<file path="config.mk">
export PLATFORM = sky130hd
export DESIGN_NAME = rv_iopmp_err_capture
export DESIGN_NICKNAME = d
export VERILOG_FILES = /design/src/rtl/rv_iopmp_err_capture.sv
export SDC_FILE = /design/constraint.sdc
export NUM_CORES = 1
export LEC_CHECK = 0
export CORE_AREA = 2 2 85 87
export CTS_CLUSTER_DIAMETER = 150
export DETAILED_ROUTE_END_ITERATION = 16
export DIE_AREA = 0 0 87 89
export PLACE_DENSITY = 0.82
export SYNTH_ARGS = -nofsm -noshare
export SYNTH_HDL_FRONTEND = slang
export SYNTH_SLANG_ARGS = --single-unit
</file>
<file path="constraint.sdc">
create_clock -name clk_i -period 2.8 [get_ports clk_i]
set_input_delay 0.42 -clock clk_i [delete_from_list [all_inputs] [get_ports clk_i]]
set_output_delay 0.42 -clock clk_i [all_outputs]
set_load 0.01 [all_outputs]
</file>
<file path="src/rtl/rv_iopmp_err_capture.sv">
// rv_iopmp_err_capture
// Captures the first IOPMP violation reported by any matching-logic instance
// and holds it until software clears it. Instances are served round-robin.
// Optional feature macro: RV_IOPMP_ERR_SUPP_CNT_EN adds supp_cnt_o, a
// saturating count of reports dropped while a record is held.
module rv_iopmp_err_capture #(
    parameter int unsigned NUMBER_TL_INSTANCES = 1,
    parameter int unsigned ADDR_WIDTH          = 64,
    parameter int unsigned SID_WIDTH           = 1,
    parameter int unsigned CNT_WIDTH           = 16
) (
    input  logic                                            clk_i,
    input  logic                                            rst_ni,
    input  logic [NUMBER_TL_INSTANCES-1:0]                  err_valid_i,
    input  logic [NUMBER_TL_INSTANCES-1:0][ADDR_WIDTH-1:0]  err_addr_i,
    input  logic [NUMBER_TL_INSTANCES-1:0][SID_WIDTH-1:0]   err_sid_i,
    input  logic [NUMBER_TL_INSTANCES-1:0][1:0]             err_ttype_i,
    input  logic [NUMBER_TL_INSTANCES-1:0][2:0]             err_etype_i,
    output logic [NUMBER_TL_INSTANCES-1:0]                  err_ack_o,
    input  logic                                            clear_i,
    input  logic                                            intr_en_i,
    output logic                                            rec_valid_o,
    output logic [ADDR_WIDTH-1:0]                           rec_addr_o,
    output logic [SID_WIDTH-1:0]                            rec_sid_o,
    output logic [1:0]                                      rec_ttype_o,
    output logic [2:0]                                      rec_etype_o,
    output logic                                            wsi_wire_o
`ifdef RV_IOPMP_ERR_SUPP_CNT_EN
    ,
    output logic [CNT_WIDTH-1:0]                            supp_cnt_o
`endif
);

    localparam int unsigned N    = NUMBER_TL_INSTANCES;
    localparam int unsigned RR_W = (N > 1) ? $clog2(N) : 1;

    typedef enum logic {
        IDLE = 1'b0,
        HELD = 1'b1
    } state_e;

    state_e                  state_reg, state_next;
    logic [RR_W-1:0]         rr_q, rr_next;
    logic [N-1:0]            eligible;
    logic [2*N-1:0]          rotated;
    logic                    found;
    logic                    accept;
    logic [RR_W-1:0]         winner;
    logic [ADDR_WIDTH-1:0]   sel_addr;
    logic [SID_WIDTH-1:0]    sel_sid;
    logic [1:0]              sel_ttype;
    logic [2:0]              sel_etype;
    logic [ADDR_WIDTH-1:0]   rec_addr_reg;
    logic [SID_WIDTH-1:0]    rec_sid_reg;
    logic [1:0]              rec_ttype_reg;
    logic [2:0]              rec_etype_reg;

    // A report with the reserved transaction type 0 is never a candidate.
    generate
        for (genvar gi = 0; gi < N; gi++) begin : g_elig
            assign eligible[gi] = err_valid_i[gi] && (err_ttype_i[gi] != 2'd0);
        end
    endgenerate

    assign rotated = {eligible, eligible} >> rr_q;

    // Round-robin search: first eligible instance at or after rr_q.
    always_comb begin
        int unsigned widx;
        found  = 1'b0;
        winner = '0;
        widx   = 0;
        for (int k = 0; k < N; k++) begin
            if (!found && rotated[k]) begin
                found = 1'b1;
                widx  = int'(rr_q) + k;
                if (widx >= N) widx = widx - N;
                winner = RR_W'(widx);
            end
        end
    end

    // Field mux for the winning instance.
    always_comb begin
        sel_addr  = '0;
        sel_sid   = '0;
        sel_ttype = '0;
        sel_etype = '0;
        for (int j = 0; j < N; j++) begin
            if (winner == RR_W'(j)) begin
                sel_addr  = err_addr_i[j];
                sel_sid   = err_sid_i[j];
                sel_ttype = err_ttype_i[j];
                sel_etype = err_etype_i[j];
            end
        end
    end

    // A clear in HELD frees the slot in the same cycle, so a coincident
    // report is taken instead of being dropped.
    assign accept = found && ((state_reg == IDLE) || clear_i);

    // Next-state, pointer advance and acknowledge generation.
    always_comb begin
        state_next = state_reg;
        rr_next    = rr_q;
        err_ack_o  = '0;
        case (state_reg)
            IDLE: if (accept) state_next = HELD;
            HELD: if (!accept && clear_i) state_next = IDLE;
            default: state_next = IDLE;
        endcase
        if (accept) begin
            rr_next = (winner == RR_W'(N - 1)) ? '0 : winner + RR_W'(1);
        end
        for (int j = 0; j < N; j++) begin
            err_ack_o[j] = accept && rst_ni && (winner == RR_W'(j));
        end
    end

    // State, pointer and record registers.
    always_ff @(posedge clk_i or negedge rst_ni) begin
        if (!rst_ni) begin
            state_reg     <= IDLE;
            rr_q          <= '0;
            rec_addr_reg  <= '0;
            rec_sid_reg   <= '0;
            rec_ttype_reg <= '0;
            rec_etype_reg <= '0;
        end else begin
            state_reg <= state_next;
            rr_q      <= rr_next;
            if (accept) begin
                rec_addr_reg  <= sel_addr;
                rec_sid_reg   <= sel_sid;
                rec_ttype_reg <= sel_ttype;
                rec_etype_reg <= sel_etype;
            end
        end
    end

    assign rec_valid_o = (state_reg == HELD);
    assign rec_addr_o  = rec_addr_reg;
    assign rec_sid_o   = rec_sid_reg;
    assign rec_ttype_o = rec_ttype_reg;
    assign rec_etype_o = rec_etype_reg;
    assign wsi_wire_o  = rec_valid_o && intr_en_i;

`ifdef RV_IOPMP_ERR_SUPP_CNT_EN
    logic [CNT_WIDTH-1:0] supp_cnt_reg, supp_cnt_next;

    // Count every eligible report dropped while held; clear wins.
    always_comb begin
        supp_cnt_next = supp_cnt_reg;
        if (state_reg == HELD) begin
            if (clear_i) begin
                supp_cnt_next = '0;
            end else begin
                for (int j = 0; j < N; j++) begin
                    if (eligible[j] && (supp_cnt_next != '1)) begin
                        supp_cnt_next = supp_cnt_next + CNT_WIDTH'(1);
                    end
                end
            end
        end
    end

    // Suppressed-report counter register.
    always_ff @(posedge clk_i or negedge rst_ni) begin
        if (!rst_ni) supp_cnt_reg <= '0;
        else         supp_cnt_reg <= supp_cnt_next;
    end

    assign supp_cnt_o = supp_cnt_reg;
`endif

endmodule

</file>
==> out/qor.csv, run 1 <==
stage,metric,value,unit
setup_path,cell breakdown of the critical path,"clkdlybuf4s50_1, o21ai_2, a21oi_4, and2_1, clkdlybuf4s50_1",
setup_path,cell mode on critical path,clkdlybuf4s50_1,
setup_path,critical path's slowest cell,clkdlybuf4s50_1,
route,detailed-route via count,1831,
yosys,Synth Register Bits,71,
yosys,"count leader, synth",dfrtp_1,
global_route,vias in the first global route,1947,
route,Via density,4.66,
route,Iteration-0 DRC Markers,21,
setup_path,Startpoint Class,input pin,
global_route,antenna violations before repair,0,
clock_network,"Clk Latency, worst-skew pair",0.33,ns
sta,Worst-Margin Slew,0.873,ns
die,Top Ports,148,
clock_network,sinks on the clock net,71,
setup_path,Reg2Reg Setup Slack,1.29,ns
setup_path,worst path bufs/invs,2,
pwr,leakage power,1.80,nW
setup_path,crit-path max FO,2,
die,Total Die Area,7740,um2
clock_network,CTS H-Tree Depth,3,
sta,max_slew headroom,0.418,
route,Met2 Routed Length,3190,um
global_route,largest net degree at the start of global routing,72,
yosys,"Distinct cells, synth",8,
placement,gpl congestion,0.714,
global_route,first-pass GRT wire length,9470,um
setup_path,worst r2r dst,rec_addr_o[2],
die,Initial Utilization,0.401,
yosys,Synth top area share,0.660,
yosys,"area leader, netlist",dfrtp_1,
clock_network,Clock Pin Slew Worst Setup and Hold Paths,0.07,ns
yosys,fraction of registers with async set/reset,1.00,
cells_and_area,# diodes,0,
run,Max Cap Viol,0,
pwr,PD cells,652,nW/um2
clock_network,CTS Hold Bufs,0,
clock_network,post-CTS setup buffers,0,
yosys,Area contributors post-synth,"dfrtp_1, mux2_2, buf_6",
pwr,Peak VDD IR,374,uV
sta,fin crit share,0.833,
setup_path,CP Data Required Time,2.38,ns
sta,unrepaired setup endpoints after global routing,false,
yosys,Post-Syn Area,2690,um2
route,routed wire length,6160,um
die,row cnt,30,
sta,Tmin final,2.33,ns
clock_network,cells resized by post-CTS repair,0,
yosys,most instantiated cells after synthesis,"dfrtp_1, mux2_2, buf_6",
route,metal3 WL,482,um
clock_network,Bufs on Longest Clock Path,2,
yosys,Yosys warning total,0,
setup_path,reg2reg path depth,3,
yosys,Synth Flop Type,dfrtp_1,
yosys,Syn Nets,230,
placement,DP Wirelength,4510,um
route,DR WL/cell,15.7,um
setup_path,Critical Path Max Stage Delay,0.57,ns
global_route,Overflow after GRT,0,
cells_and_area,area delta synth->final,62.7,%
sta,setup violators final,0,
clock_network,CTS Buf Count,9,
die,die height,89,um
setup_path,crit path kind,in -> out,
yosys,"EDFF count, synth",0,
setup_path,worst reg2reg startpoint,rec_valid_o,
route,met1 WL,2380,um
outcome,run status,"finished, final reports clean",
sta,Setup TNS,0,ns
setup_path,CP endpoint kind,output port,
sta,Max Freq,429,MHz
cells_and_area,share of cells above drive strength 1,0.288,
sta,max-slew violations,0,
clock_network,clk root buf,clkbuf_8,
route,DRC errors left,0,
placement,dpl ws,0.458,ns
global_route,Global Route Usage Sum,0.162,
sta,Fin. Hold Viols,0,
route,first drt pass iteration count,4,
yosys,register area share after synthesis,0.660,
worst_hold_path,HP Class,in -> async,
route,Top Metal Used,met4,
setup_path,Worst EP arrival,1.91,ns
sta,setup ws final,0.467,ns
placement,PortBufs,147,
cells_and_area,fin nets,383,
clock_network,CTS tree,done,
route,DRT antenna net count,0,
sta,final clock skew,0.00821,ns
yosys,synthesized instance count,155,
die,core box area,6720,um2
die,Die X,87,um
setup_path,Worst path top cell family by delay,buffers and inverters,
yosys,Syn Area/Cell,17.4,um2
-- through the flow --
step	hold WS (ns)	power, W	util	cell area, um2	cells
floorplan	0.124	0.00163	-	2690	155
global placement	0.488	0.00215	0.626	4210	377
detailed placement	0.494	0.00218	0.626	4210	377
CTS	0.353	0.00291	0.653	4380	393
global route	0.403	0.00301	0.653	4380	393
finish	0.313	0.00286	0.653	4380	393
-- layout by cell type (no fill, tap or decap) --
cell type and instances:
a21oi_4 1, and2_1 2, buf_12 1, buf_2 1, buf_4 1, clkbuf_1 1
clkbuf_8 11, clkdlybuf4s50_1 146, clkinv_2 4, dfrtp_1 71, inv_1 2, mux2_2 70
o21ai_0 1, o21ai_2 1
-- kinds of logic (layout without fill, tap and decap cells) --
family | after synthesis | after routing | synth area share
AO/OA/AOI/OAI | 3 | 3 | 0.0111
flip-flops | 71 | 71 | 0.660
AND/OR/NAND/NOR | 2 | 2 | 0.00464
buffers and inverters | 9 | 167 | 0.0321
multiplexers | 70 | 70 | 0.293
-- per-layer routing --
layer,global-route usage,vias to the layer above
li1,-,849
met1,0.184,888
met2,0.276,83
met3,0.0600,11
met4,0.0696,0
met5,0,-
-- flip-flops by register name, summed over array words and instances, names as in the netlist --
register     cells
rec_addr_o      64
rec_etype_o      3
rec_sid_o        1
rec_ttype_o      2
rec_valid_o      1
-- worst max path at each step --
stage / start / endpoint / slack [ns] / cells past startpoint
after detailed placement: err_ttype_i[1] / err_ack_o / 0.46 / 5
final: err_ttype_i[1] / err_ack_o / 0.47 / 5
after CTS: err_ttype_i[1] / err_ack_o / 0.46 / 5
after global placement: err_ttype_i[1] / err_ack_o / 0.48 / 5
after global routing: err_ttype_i[1] / err_ack_o / 0.42 / 5
after floorplan: clear_i / err_ack_o / 1.28 / 4
-- cell type report --
type	instances	area (um2)
repair buffers	149	1490
fillers	521	2330
flip-flops and latches	71	1780
inverters	2	7.51
clock inverters	4	20.0
clock buffers	12	155
well taps	80	100
multi-input cells	75	831
-- where the power goes --
part	leakage, nW	internal, W	switching [W]
registers	0.832	0.00121	0.0000907
clock network	0.0959	0.000364	0.000354
logic	0.875	0.000556	0.000286
-- worst register-to-register path, delay by kind of cell, from the launching register on --
| kind | cells | cell delay, ns |
|---|---|---|
| muxes | 1 | 0.46 |
| DFF | 1 | 0.44 |
| buffers and inverters | 1 | 0.32 |
| AOI/OAI and AO/OA | 1 | 0.18 |
Power figures use the tool's default switching activity.
==> run 2, diff against run 1 <==
Settings changed: CORE_AREA 2 2 85 87 to 2 2 88 90, DIE_AREA 0 0 87 89 to 0 0 90 92, PLACE_DENSITY 0.82 to 0.77.
Clock period 2.8 ns to 2.3 ns, I/O delays scaled along.
==> out/qor.csv, run 2 (synthesized netlist as in run 1, its figures left out) <==
stage,metric,value,unit
outcome,run status,"finished, final reports clean",
cells_and_area,share of cells above drive strength 1,0.285,
placement,Post-DP Area,4240,um2
clock_network,Clock Pin Slew Worst Setup and Hold Paths,0.07,ns
cells_and_area,fin nets,383,
cells_and_area,area delta synth->final,64.6,%
die,core box area,7450,um2
sta,Tmin final,2.13,ns
sta,Setup TNS,0,ns
cells_and_area,"commonest non-fill, non-tap cells in the layout","clkdlybuf4s50_1, dfrtp_1, mux2_2",
route,DR WL/cell,14.4,um
pwr,Peak VDD IR,472,uV
sta,Max Freq,469,MHz
route,DRT antenna net count,0,
clock_network,Bufs on Longest Clock Path,2,
cells_and_area,fin area,4430,um2
setup_path,Worst path top cell family by delay,buffers and inverters,
setup_path,crit-path max FO,2,
sta,max_slew headroom,0.412,
global_route,first-pass GRT wire length,9720,um
setup_path,worst path bufs/invs,2,
setup_path,cell mode on critical path,clkdlybuf4s50_1,
route,first drt pass iteration count,4,
pwr,PD cells,808,nW/um2
sta,WHS,0.239,ns
worst_hold_path,HP Class,in -> async,
setup_path,critical path's slowest cell,clkdlybuf4s50_1,
cells_and_area,area of the multi-input gates,831,um2
route,detailed-route via count,1827,
global_route,antenna violations before repair,0,
sta,Worst-Margin Slew,0.881,ns
clock_network,CTS Buf Count,9,
global_route,vias in the first global route,1962,
route,routed wire length,5960,um
global_route,GR Layer Usage met1,0.170,
die,Top Ports,148,
placement,PortBufs,147,
clock_network,CTS Hold Bufs,0,
sta,Fin. Hold Viols,0,
setup_path,Critical Path Max Stage Delay,0.55,ns
die,die height,92,um
route,Iteration-0 DRC Markers,66,
clock_network,CTS tree,done,
global_route,grt peak-use layer,met2,
clock_network,CTS H-Tree Depth,3,
clock_network,clk root buf,clkbuf_8,
setup_path,cell breakdown of the critical path,"clkdlybuf4s50_1, o21ai_2, a21oi_4, and2_1, clkdlybuf4s50_1",
route,DRC errors left,0,
cells_and_area,number of flip-flops in the largest register,64,
global_route,met2 Track Usage GR,0.251,
sta,max-slew violations,0,
setup_path,Startpoint Class,input pin,
placement,DP Wirelength,4270,um
sta,unrepaired setup endpoints after global routing,false,
cells_and_area,# diodes,0,
global_route,GR Util met3,0.0690,
sta,fin crit share,0.928,
die,Initial Utilization,0.362,
sta,setup violators final,0,
cells_and_area,Finished Core Util,0.595,
clock_network,cells resized by post-CTS repair,0,
cells_and_area,"most common cell after layout, fill and taps aside",clkdlybuf4s50_1,
pwr,leakage power,1.81,nW
cells_and_area,Filler cells,635,
clock_network,post-CTS setup buffers,0,
route,Via density,4.41,
placement,gpl congestion,0.681,
global_route,Global Route Usage Sum,0.150,
run,Max Cap Viol,0,
pwr,Pwr Total,0.00358,W
die,Total Die Area,8280,um2
sta,final clock skew,0.00453,ns
cells_and_area,Reg area,1780,um2
setup_path,crit path kind,in -> out,
global_route,largest net degree at the start of global routing,72,
setup_path,CP endpoint kind,output port,
setup_path,CP Data Required Time,1.96,ns
setup_path,Worst EP arrival,1.79,ns
die,Die X,90,um
global_route,Overflow after GRT,0,
clock_network,"Clk Latency, worst-skew pair",0.33,ns
die,row cnt,32,
clock_network,sinks on the clock net,71,
[run 2: final cells by class]
type | instances | share of cell area
Tap cell | 102 | 0.0288
Clock inverter | 3 | 0.00959
Clock buffer | 12 | 0.0350
Multi-Input combinational cell | 75 | 0.187
Inverter | 2 | 0.00169
Sequential cell | 71 | 0.401
Timing Repair Buffer | 149 | 0.337
[run 2: path summary, 6_finish.rpt]
path | start | endpoint | slack (ns) | cells after the start
worst max-delay path | err_ttype_i[1] | err_ack_o | 0.17 | 5
worst min-delay path | rst_ni | rec_addr_o[22] | 0.24 | 2
worst max register to register | rec_valid_o | rec_addr_o[24] | 0.78 | 3
worst min register to register | rec_addr_o[27] | rec_addr_o[27] | 0.51 | 1
max in group asynchronous | rst_ni | rec_addr_o[47] | 1.50 | 2
min in group clk_i | rec_addr_o[27] | rec_addr_o[27] | 0.51 | 1
[run 2: per-stage QoR]
stage / setup WS [ns] / std cells
final: 0.166 / 414
after global routing: 0.0875 / 414
after CTS: 0.139 / 414
after detailed placement: 0.139 / 399
after global placement: 0.157 / 399
after floorplan: 0.875 / 155
[run 2: layer usage]
metal / vias up / part of all wire
met4: 0 / 0.017
met2: 75 / 0.51
met3: 10 / 0.084
met1: 899 / 0.39
met5: - / 0
li1: 843 / -
[run 2: power by group]
group          total [W]  switching, W  internal, W
combinational    0.00102      0.000342     0.000677
sequential       0.00158      0.000107      0.00147
clock           0.000983      0.000430     0.000553
total            0.00358      0.000879      0.00270
==> run 3, diff against run 2 <==
Settings changed: CTS_BUF_LIST set to sky130_fd_sc_hd__clkbuf_16, CTS_CLUSTER_SIZE set to 25.
==> out/qor.csv, run 3 (synthesized netlist as in run 1, its figures left out) <==
stage,metric,value,unit
outcome,run status,"finished, final reports clean",
setup_path,CP endpoint kind,output port,
sta,final clock skew,0.00353,ns
setup_path,Reg2Reg Setup Slack,0.77,ns
setup_path,cell breakdown of the critical path,"clkdlybuf4s50_1, o21ai_2, a21oi_4, and2_1, clkdlybuf4s50_1",
sta,setup violators final,0,
setup_path,Worst path top cell family by delay,buffers and inverters,
global_route,Overflow after GRT,0,
pwr,P_int,0.00297,W
cells_and_area,# diodes,0,
setup_path,Startpoint Class,input pin,
sta,Worst-Margin Slew,0.886,ns
clock_network,CTS Hold Bufs,0,
die,Die X,90,um
route,DRT antenna net count,0,
die,row cnt,32,
global_route,Global Route Usage Sum,0.149,
clock_network,clk root buf,clkbuf_16,
cells_and_area,area delta synth->final,67.6,%
pwr,Pwr Total,0.00389,W
setup_path,cell mode on critical path,clkdlybuf4s50_1,
route,Iteration-0 DRC Markers,63,
clock_network,Clock Pin Slew Worst Setup and Hold Paths,0.05,ns
die,Initial Utilization,0.362,
route,detailed-route via count,1833,
die,core box area,7450,um2
global_route,first-pass GRT wire length,9740,um
setup_path,Worst EP arrival,1.79,ns
run,Max Cap Viol,0,
worst_hold_path,HP Class,in -> async,
cells_and_area,fin nets,383,
clock_network,CTS H-Tree Depth,3,
setup_path,CP Data Required Time,1.96,ns
cells_and_area,number of flip-flops in the largest register,64,
sta,Setup TNS,0,ns
cells_and_area,Filler cells,621,
sta,Tmin final,2.14,ns
sta,unrepaired setup endpoints after global routing,false,
placement,PortBufs,147,
sta,max-slew violations,0,
setup_path,worst path bufs/invs,2,
setup_path,crit-path max FO,2,
sta,Max Freq,468,MHz
placement,dpl ws,0.139,ns
setup_path,Critical Path Max Stage Delay,0.55,ns
placement,DP Wirelength,4270,um
setup_path,worst reg2reg startpoint,rec_valid_o,
pwr,Seq pwr share,0.407,
clock_network,CTS tree,done,
global_route,largest net degree at the start of global routing,72,
route,routed wire length,5950,um
sta,max_slew headroom,0.410,
setup_path,crit path kind,in -> out,
clock_network,CTS Buf Count,9,
route,DR WL/cell,14.4,um
cells_and_area,"commonest non-fill, non-tap cells in the layout","clkdlybuf4s50_1, dfrtp_1, mux2_2",
pwr,Logic pwr share,0.262,
route,Via density,4.43,
pwr,PD cells,862,nW/um2
pwr,switching share of power,0.236,
pwr,Peak VDD IR,520,uV
pwr,leakage power,1.84,nW
clock_network,"Clk Latency, worst-skew pair",0.31,ns
clock_network,cells resized by post-CTS repair,0,
sta,Fin. Hold Viols,0,
pwr,clock share of power,0.331,
die,die height,92,um
cells_and_area,"most common cell after layout, fill and taps aside",clkdlybuf4s50_1,
die,Total Die Area,8280,um2
placement,gpl congestion,0.681,
setup_path,critical path's slowest cell,clkdlybuf4s50_1,
pwr,switching power,0.000920,W
global_route,vias in the first global route,1961,
clock_network,post-CTS setup buffers,0,
sta,setup ws final,0.165,ns
setup_path,worst r2r dst,rec_addr_o[24],
clock_network,sinks on the clock net,71,
route,DRC errors left,0,
global_route,antenna violations before repair,0,
die,Top Ports,148,
setup_path,reg2reg path depth,3,
route,first drt pass iteration count,3,
cells_and_area,share of cells above drive strength 1,0.279,
clock_network,Bufs on Longest Clock Path,2,
sta,fin crit share,0.928,
## run 3: changes by cell type in the layout (fill, tap and decap cells not counted), sizes merged
cell / previous run / this run
clkbuf: 12 / 9
clkinv: 1 / 3
inv: 2 / 3
## run 3: per-layer routing
metal | GRT usage | share of wire | vias to the layer above
met5 | 0 | 0 | -
met4 | 0.0436 | 0.013 | 0
met3 | 0.0666 | 0.082 | 8
met2 | 0.251 | 0.52 | 75
met1 | 0.172 | 0.39 | 900
li1 | - | - | 850
## run 3: area by class of cell
class | count | area (um2) | area share
clock buffers | 9 | 225 | 0.0499
clock inverters | 6 | 53.8 | 0.0119
repair buffers | 149 | 1490 | 0.331
flip-flops and latches | 71 | 1780 | 0.393
well taps | 102 | 128 | 0.0283
multi-input cells | 75 | 831 | 0.184
inverters | 2 | 7.51 | 0.00166
## run 3: worst max-delay path by stage
stage / slack, ns / end / cells past startpoint / start
finish: 0.16 / err_ack_o / 5 / err_ttype_i[1]
global route: 0.09 / err_ack_o / 5 / err_ttype_i[1]
CTS: 0.14 / err_ack_o / 5 / err_ttype_i[1]
detailed placement: 0.14 / err_ack_o / 5 / err_ttype_i[1]
global placement: 0.16 / err_ack_o / 5 / err_ttype_i[1]
floorplan: 0.87 / err_ack_o / 3 / rec_valid_o
## run 3: power by group through the flow
stage	Combinational, W	Sequential [W]	Clock, W
detailed placement	0.00103	0.00161	0
global placement	0.00102	0.00159	0
floorplan	0.000272	0.00171	0
finish	0.00102	0.00158	0.00129
global route	0.00108	0.00161	0.00139
CTS	0.00104	0.00158	0.00133
## run 3: worst reg2reg max path, cell delays in order, from the launching register on
cell and delay [ns]:
dfrtp_1 0.45, a21oi_4 0.19, buf_12 0.33, mux2_2 0.44
## run 3: stage by stage
step	hold slack [ns]	area, um2	instances	util
after floorplan	0.0494	2690	155	-
after global placement	0.489	4240	399	0.569
after detailed placement	0.495	4240	399	0.569
after CTS	0.289	4520	414	0.606
after global routing	0.337	4520	414	0.606
final	0.257	4520	414	0.606
